File: src/rtl/mem_pkg.sv
// Shared definitions for the block-addressed backing data memory:
// FSM state encoding, default geometry and default access latency.
package mem_pkg;

    localparam int unsigned MEM_ADDR_W  = 6;
    localparam int unsigned MEM_WORD_W  = 32;
    localparam int unsigned MEM_LATENCY = 5;

    typedef enum logic [1:0] {
        IDLE = 2'b00,
        BUSY = 2'b01,
        DONE = 2'b10
    } mem_state_e;

    // Counter must hold LATENCY-1; a width of at least 1 covers LATENCY=1.
    function automatic int unsigned cnt_width(input int unsigned lat);
        return (lat < 2) ? 1 : $clog2(lat + 1);
    endfunction

endpackage

File: src/rtl/data_memory_if.sv
// Cache-to-memory handshake: the cache is master, the data memory is slave.
interface data_memory_if #(
    parameter int unsigned ADDR_W = 6,
    parameter int unsigned WORD_W = 32
);
    logic              read;
    logic              write;
    logic [ADDR_W-1:0] address;
    logic [WORD_W-1:0] writedata;
    logic [WORD_W-1:0] readdata;
    logic              busywait;

    modport master (
        output read, write, address, writedata,
        input  readdata, busywait
    );

    modport slave (
        input  read, write, address, writedata,
        output readdata, busywait
    );
endinterface

File: src/rtl/mem_latency_counter.sv
// Down-counter timing one memory access: loads LATENCY-1 on capture and
// flags zero on the cycle the access is due.
import mem_pkg::*;

module mem_latency_counter #(
    parameter int unsigned LATENCY = MEM_LATENCY
) (
    input  logic clk,
    input  logic rst,
    input  logic i_load,
    input  logic i_dec,
    output logic o_zero
);
    localparam int unsigned CNT_W = cnt_width(LATENCY);
    localparam logic [CNT_W-1:0] LOAD_VAL = CNT_W'(LATENCY - 1);

    logic [CNT_W-1:0] r_cnt;

    always_ff @(posedge clk or posedge rst) begin
        if (rst) begin
            r_cnt <= '0;
        end else if (i_load) begin
            r_cnt <= LOAD_VAL;
        end else if (i_dec && (r_cnt != '0)) begin
            r_cnt <= r_cnt - 1'b1;
        end
    end

    assign o_zero = (r_cnt == '0);
endmodule

File: src/rtl/data_memory.sv
// Backing data memory: 64 x 32-bit blocks, one whole-block access at a time
// with a fixed latency; busywait stalls the cache controller meanwhile.
import mem_pkg::*;

module data_memory #(
    parameter int unsigned ADDR_W  = MEM_ADDR_W,
    parameter int unsigned DEPTH   = 2 ** ADDR_W,
    parameter int unsigned WORD_W  = MEM_WORD_W,
    parameter int unsigned LATENCY = MEM_LATENCY
) (
    input  logic         clock,
    input  logic         reset,
    data_memory_if.slave bus
);
    mem_state_e        r_state;
    mem_state_e        w_next_state;
    logic              w_capture;
    logic              w_dec;
    logic              w_access;
    logic              w_busywait;
    logic              w_cnt_zero;

    logic [ADDR_W-1:0] r_addr;
    logic [WORD_W-1:0] r_wdata;
    logic              r_op_write;
    logic [WORD_W-1:0] r_readdata;
    logic [WORD_W-1:0] r_mem [DEPTH];

    mem_latency_counter #(
        .LATENCY (LATENCY)
    ) u_cnt (
        .clk    (clock),
        .rst    (reset),
        .i_load (w_capture),
        .i_dec  (w_dec),
        .o_zero (w_cnt_zero)
    );

    always_ff @(posedge clock or posedge reset) begin
        if (reset) begin
            r_state <= IDLE;
        end else begin
            r_state <= w_next_state;
        end
    end

    // DONE never samples the request so a requester switching ops on the
    // completion edge cannot trigger a re-issue of the old op.
    always_comb begin
        w_next_state = r_state;
        w_busywait   = 1'b0;
        w_capture    = 1'b0;
        w_dec        = 1'b0;
        w_access     = 1'b0;
        unique case (r_state)
            IDLE: begin
                w_busywait = bus.read | bus.write;
                if (bus.read | bus.write) begin
                    w_capture    = 1'b1;
                    w_next_state = BUSY;
                end
            end
            BUSY: begin
                w_busywait = 1'b1;
                if (w_cnt_zero) begin
                    w_access     = 1'b1;
                    w_next_state = DONE;
                end else begin
                    w_dec = 1'b1;
                end
            end
            DONE: begin
                w_next_state = IDLE;
            end
            default: begin
                w_next_state = IDLE;
            end
        endcase
    end

    always_ff @(posedge clock or posedge reset) begin
        if (reset) begin
            r_addr     <= '0;
            r_wdata    <= '0;
            r_op_write <= 1'b0;
            r_readdata <= '0;
            for (int unsigned i = 0; i < DEPTH; i++) begin
                r_mem[i] <= '0;
            end
        end else begin
            if (w_capture) begin
                r_addr     <= bus.address;
                r_wdata    <= bus.writedata;
                r_op_write <= bus.write;
            end
            if (w_access) begin
                if (r_op_write) begin
                    r_mem[r_addr] <= r_wdata;
                end else begin
                    r_readdata <= r_mem[r_addr];
                end
            end
        end
    end

    assign bus.readdata = r_readdata;
    assign bus.busywait = w_busywait;
endmodule

File: src/flat_wrapper.sv
// flat-port wrapper written by rule: the top's interface ports become plain ports
module data_memory_flat 
#(
    parameter int unsigned ADDR_W  = MEM_ADDR_W,
    parameter int unsigned DEPTH   = 2 ** ADDR_W,
    parameter int unsigned WORD_W  = MEM_WORD_W,
    parameter int unsigned LATENCY = MEM_LATENCY
)
  (clock, reset, bus_read, bus_write, bus_address, bus_writedata, bus_readdata, bus_busywait);
  data_memory_if #(.ADDR_W(ADDR_W), .WORD_W(WORD_W)) bus_i ();
  input  logic clock;
  input  logic reset;
  input wire logic [$bits(bus_i.read)-1:0] bus_read;
  input wire logic [$bits(bus_i.write)-1:0] bus_write;
  input wire logic [$bits(bus_i.address)-1:0] bus_address;
  input wire logic [$bits(bus_i.writedata)-1:0] bus_writedata;
  output wire logic [$bits(bus_i.readdata)-1:0] bus_readdata;
  output wire logic [$bits(bus_i.busywait)-1:0] bus_busywait;
  assign bus_i.read = bus_read;
  assign bus_i.write = bus_write;
  assign bus_i.address = bus_address;
  assign bus_i.writedata = bus_writedata;
  assign bus_readdata = bus_i.readdata;
  assign bus_busywait = bus_i.busywait;
  data_memory #(.ADDR_W(ADDR_W), .DEPTH(DEPTH), .WORD_W(WORD_W), .LATENCY(LATENCY)) u_core (.clock(clock), .reset(reset), .bus(bus_i));
endmodule
File: config.mk
export PLATFORM = sky130hd
export DESIGN_NAME = data_memory_flat
export DESIGN_NICKNAME = d
export VERILOG_FILES = /design/src/rtl/mem_pkg.sv /design/src/rtl/data_memory_if.sv /design/src/rtl/mem_latency_counter.sv /design/src/rtl/data_memory.sv /design/src/flat_wrapper.sv
export SDC_FILE = /design/constraint.sdc
export NUM_CORES = 2
export LEC_CHECK = 0
export CELL_PAD_IN_SITES_DETAIL_PLACEMENT = 0
export CELL_PAD_IN_SITES_GLOBAL_PLACEMENT = 1
export CORE_ASPECT_RATIO = 1.75
export CORE_MARGIN = 5
export CORE_UTILIZATION = 40
export CTS_CLUSTER_DIAMETER = 40
export CTS_CLUSTER_SIZE = 8
export DETAILED_ROUTE_END_ITERATION = 8
export PLACE_DENSITY = 0.74
export SLEW_MARGIN = 20
export SYNTH_ARGS = -nofsm -noshare
export SYNTH_HDL_FRONTEND = slang
export SYNTH_SLANG_ARGS = --single-unit
File: constraint.sdc
create_clock -name clock -period 121.4 [get_ports clock]
set_input_delay 24.28 -clock clock [delete_from_list [all_inputs] [get_ports clock]]
set_output_delay 24.28 -clock clock [all_outputs]
set_load 0.02 [all_outputs]
Word-level counts from Yosys, hierarchy flattened
Index checks and enable logic that the tools add are counted.
- bits in registers: 2124
- output and inout port bits: 33
- logic and storage cells: 106
- add/subtract/negate cells: 1
- order comparisons: 2
- equal/unequal tests: 3
- muxes and demuxes: 18
- bitwise operators: 3
- reductions and logical operators: 9
- operators by type and width (cell ; number):
    2048-bit bitwise mux ; 1
    32-bit binary-select mux with 6-bit select ; 1
    32-bit demux with 6-bit select ; 1
    32-bit 2-to-1 mux ; 3
    7-bit greater-or-equal comparator, second input constant ; 1
    7-bit by 1-bit less-than comparator with 1-bit output, second input constant ; 1
    6-bit inverter with 7-bit output ; 1
    1-bit 2-to-1 mux ; 6
    3-bit 2-to-1 mux ; 2
    2-bit AND reduction ; 3
    2-bit 2-to-1 mux ; 2
    2-bit case mux with 2 select lines ; 1
    3-bit zero test ; 1
    3-bit nonzero test ; 1
    3-bit by 1-bit subtractor with 3-bit output, second input constant ; 1
    2-bit by 1-bit == test with 1-bit output, second input constant ; 1
    1-bit logical AND ; 2
    2-bit zero test ; 1
    2-bit by 1-bit inequality test with 1-bit output, second input constant ; 1
    2-bit inequality test, second input constant ; 1
    1-bit case mux with 2 select lines ; 1
    2-bit nonzero test ; 1
    1-bit inverter ; 1
    1-bit OR ; 1

Longest topological paths before layout
- depth in word-level cells: 6
- depth in mapped cells: 11
- gate-level depth less buffers: 7

Hierarchy
A second synthesis with hierarchy kept.
- cell total of the unflattened synthesis: 6822
- area total of the unflattened synthesis: 96482.5 sq um
- modules (own cells, without submodules) (module ; times used ; cells an instance ; area each (sq um) ; sequential area each (sq um)):
    data_memory ; 1 ; 6804 ; 96294.9 ; 53075.9
    mem_latency_counter ; 1 ; 18 ; 187.7 ; 75.1

Worst setup path after synthesis
No wires, ideal clock.
- path type: input -> output
- from: input port bus_write
- to: output port bus_busywait
- data arrival time: 24782 ps
- required time: 97120 ps
- slack: 72338 ps
- cell stages on the path: 2
- path buffers: 0
- cell sequence: o21ai_0 -> nand2_1
- longest elaborated chain between the ends: 2
- RTL lines (item ; line ; source):
    from (decl) ; flat_wrapper.sv:14 ; input wire logic [$bits(bus_i.write)-1:0] bus_write;
    1-bit OR ; data_memory.sv:57 ; w_busywait = bus.read | bus.write;
    1-bit case mux with 2 select lines ; data_memory.sv:55 ; unique case (r_state)
    to (decl) ; flat_wrapper.sv:18 ; output wire logic [$bits(bus_i.busywait)-1:0] bus_busywait;
No other way between the ends.

Worst setup path in the final report
Same ends and word-level chain as after synthesis.

==> reports/summary.txt <==
CP max-delay cell: clkdlybuf4s50_1
DRT iter0 DRCs: 5292
# port buffers: 74
Total track usage: 0.2548
CTS buffer count: 318
Gr ovfl total: 0
Max rail drop VDD: 0.00002765 V
R2R Setup Slk: 115.79 ns
Power per cell area: 21.77 nW/µm²
Die width: 379.0 µm
DRC errors left: 0
Initial Utilization: 0.4009
Total negative slack: 0 ns
# Max-Cap Violations: 0
Most frequent cells in the layout: mux2_2, dfrtp_1, clkbuf_16
Sw Share: 0.3649
Min-delay src: u_core.r_mem[811]$_DFFE_PP0P_
Final WL: 320.9 mm
Root Driver: clkbuf_16
Lkg Pwr: 52.54 nW
Number of synthesized flops with an enable pin: 0
Met3 WL post-DR: 22.70 mm
Hold worst-path end: u_core.r_mem[811]$_DFFE_PP0P_
# setup viols final: 0
Final worst slack: 71.28 ns
Hold WS: 0.4851 ns
Synth warn: 0
Worst slew margin: 0.2101
Syn nets: 6633
Wirelength per Cell: 33.30 µm
Power Internal: 1.486 mW
Clk sink count: 2124
Reg power frac: 0.374
Highest clock rate: 19.95 MHz
Clock power frac: 0.335
Min Tclk post-route: 50.12 ns
Nets: 6512
CTS tree: yes
PostCTS Resize Cnt: 0
Seq/Total Area, Yosys: 0.5575
Vias: 60680
Worst r2r path cells: 8
Delay-heaviest family, CP: buffers and inverters
First-pass GRT wire length: 463.2 mm
Crit path max fanout: 4
Routability Congestion: 0.8082
H-tree depth: 5
Final core utilization: 0.4519
Dpl hpwl: 183.7 mm
Crit path required time: 97.12 ns
Metal-1 WL: 119.6 mm
Crit path cell chain: clkdlybuf4s50_1 -> o21ai_0 -> nand2_1 -> clkdlybuf4s50_1
FILL cells: 20944
CTS max path bufs: 4
Post-CTS setup buffers: 0
Cell count along the critical path: 4
Crit-path most repeated cell: clkdlybuf4s50_1
Final Hold Fails: 0
Number of global-route vias before repair: 64372
Worst slew pin tran: 1.184 ns
Hold_buf cts: 0
Rows: 237
Die height: 655.8 µm
Synth unique cells: 59
Core Footprint: 237800 µm²
Top sig layer: met5
Mapped Cells: 6589
Die area: 248600 µm²
Post-synthesis register bit count: 2124
Worst r2r src: u_core.r_addr[2]$_DFFE_PP0P_
Signal arrival time at the worst endpoint: 25.84 ns
P_sw: 0.8539 mW
Buf/Inv on CP: 2
Area growth syn-to-layout: 12.73%
DR vias/cell: 6.296
Avg Cell Area, Syn: 14.47 µm²
Storage element area: 53220 µm²
Critical path type: in2out
Critical Path Max Stage Delay: 0.56 ns
Layout cells sized above 1: 0.4596
First-pass iteration count of the detailed router: 6
Startpoint class of the critical path: input port
Clk pin slew, worst setup/hold paths: 0.05 ns
Hold crit path type: reg2reg
Initial antenna violation count: 20
Clk Latency, worst-skew pair: 0.85 ns
Ports: 75
Worst slack, placed: 71.26 ns
Top_reg_cell synth: dfrtp_1
Fin crit share: 0.4129
Asr flop ratio synth: 1.000
CP Capture Type: output pin
Routed Antenna Nets: 0
Area of the multi-input gates: 39540 µm²
RSZ-0062 raised after global routing: false
Reg2reg end: u_core.bus.readdata[17]$_DFFE_PP0P_
Clock skew: 0.03768 ns
Metal2 WL: 157.0 mm
Hold Path Stages: 1
Synthesized area: 95330 µm²
Largest net degree at the start of global routing: 181
Combinational group share of total power: 0.291
Count of pins over their slew limit: 0
Status: completed
routing by layer:
layer  global-route usage  up-vias
met1               0.3089    32867
li1                     -    24222
met2               0.4257     2678
met4               0.1470       14
met3              0.04631      899
met5                    0        -
synthesized netlist by cell type (4+ instances only):
cell type,number,share of area
dfrtp_1,2124,0.56
mux2_2,2089,0.25
clkbuf_1,333,0.013
a221oi_1,299,0.027
buf_2,266,0.014
mux4_2,229,0.054
mux2i_1,192,0.020
nor2_1,154,0.0061
nand2_1,153,0.0060
o21ai_0,117,0.0061
o22ai_1,84,0.0055
mux2_1,74,0.0087
a22oi_1,73,0.0057
a21oi_1,61,0.0032
buf_1,53,0.0021
buf_4,25,0.0020
nand3_1,24,0.0013
o32a_1,24,0.0025
a31oi_1,20,0.0013
o2111ai_1,18,0.0017
a22o_1,16,0.0015
o22a_1,12,0.0011
buf_6,11,0.0013
nand4_1,11,0.00072
nor2_2,11,0.00072
o211ai_1,10,0.00079
o221ai_1,9,0.00083
a221o_1,8,0.00084
inv_1,7,0.00028
nand2b_1,7,0.00046
nor2b_1,7,0.00046
and3_1,6,0.00039
nor3_1,6,0.00032
a211oi_1,5,0.00039
a32oi_1,5,0.00046
a222oi_1,4,0.00042
and2_1,4,0.00026
worst reg2reg max path, cell delays in order (launching register included):
cell	delay, ns
dfrtp_4	0.85
buf_12	0.58
buf_4	0.96
buf_4	0.72
mux2i_1	0.31
o22ai_1	0.09
o21ai_0	0.80
o21ai_0	0.67
o32a_1	0.51
cell type report:
type | instances | share of cell area
tap | 3107 | 0.03617
sequential | 2124 | 0.4952
inverter | 8 | 0.0004424
multi-input combinational | 3769 | 0.3679
antenna | 10 | 0.0002329
clock buffer | 342 | 0.07654
timing repair buffer | 247 | 0.02046
clock inverter | 31 | 0.003027
cell families (layout without fill, tap and decap cells):
logic type | Yosys count | after routing | share of synthesized area
mux | 2584 | 2584 | 0.3298
flops | 2124 | 2124 | 0.5575
compound gates | 781 | 781 | 0.06132
buf+inv | 696 | 628 | 0.03275
simple gates | 401 | 401 | 0.01830
fa+ha+maj | 2 | 2 | 0.0002624
xor+xnor | 1 | 1 | 0.00009189
other cells | 0 | 10 | 0
power groups by stage:
| stage | logic, mW | clock network [mW] | registers, mW |
|---|---|---|---|
| final | 0.680 | 0.785 | 0.876 |
| after global routing | 0.706 | 0.825 | 0.885 |
| after CTS | 0.676 | 0.797 | 0.873 |
| after detailed placement | 0.675 | 0 | 0.884 |
| after global placement | 0.665 | 0 | 0.875 |
| after floorplan | 0.425 | 0 | 0.849 |
stage by stage:
step | cells | power [mW] | area, µm²
after floorplan | 6589 | 1.274 | 95330
after global placement | 9254 | 1.541 | 98820
after detailed placement | 9254 | 1.558 | 98820
after CTS | 9627 | 2.345 | 107400
after global routing | 9629 | 2.415 | 107400
final | 9638 | 2.340 | 107500
how the worst max path moves through the flow:
stage / from / endpoint / slack, ns
detailed placement: bus_write / bus_busywait / 71.26
global placement: bus_write / bus_busywait / 71.20
finish: bus_write / bus_busywait / 71.28
global route: bus_write / bus_busywait / 71.18
CTS: bus_write / bus_busywait / 71.24
floorplan: reset / u_core.bus.readdata[0]$_DFFE_PP0P_ / 37.12
flip-flops by register name (all words and copies together) (netlist names):
register,flops
u_core.r_mem,2048
u_core.bus.readdata,32
u_core.r_wdata,32
u_core.r_addr,6
u_core.u_cnt.r_cnt,3
u_core.r_state,2
u_core.r_op_write,1
(Power assumes the default switching activity.)
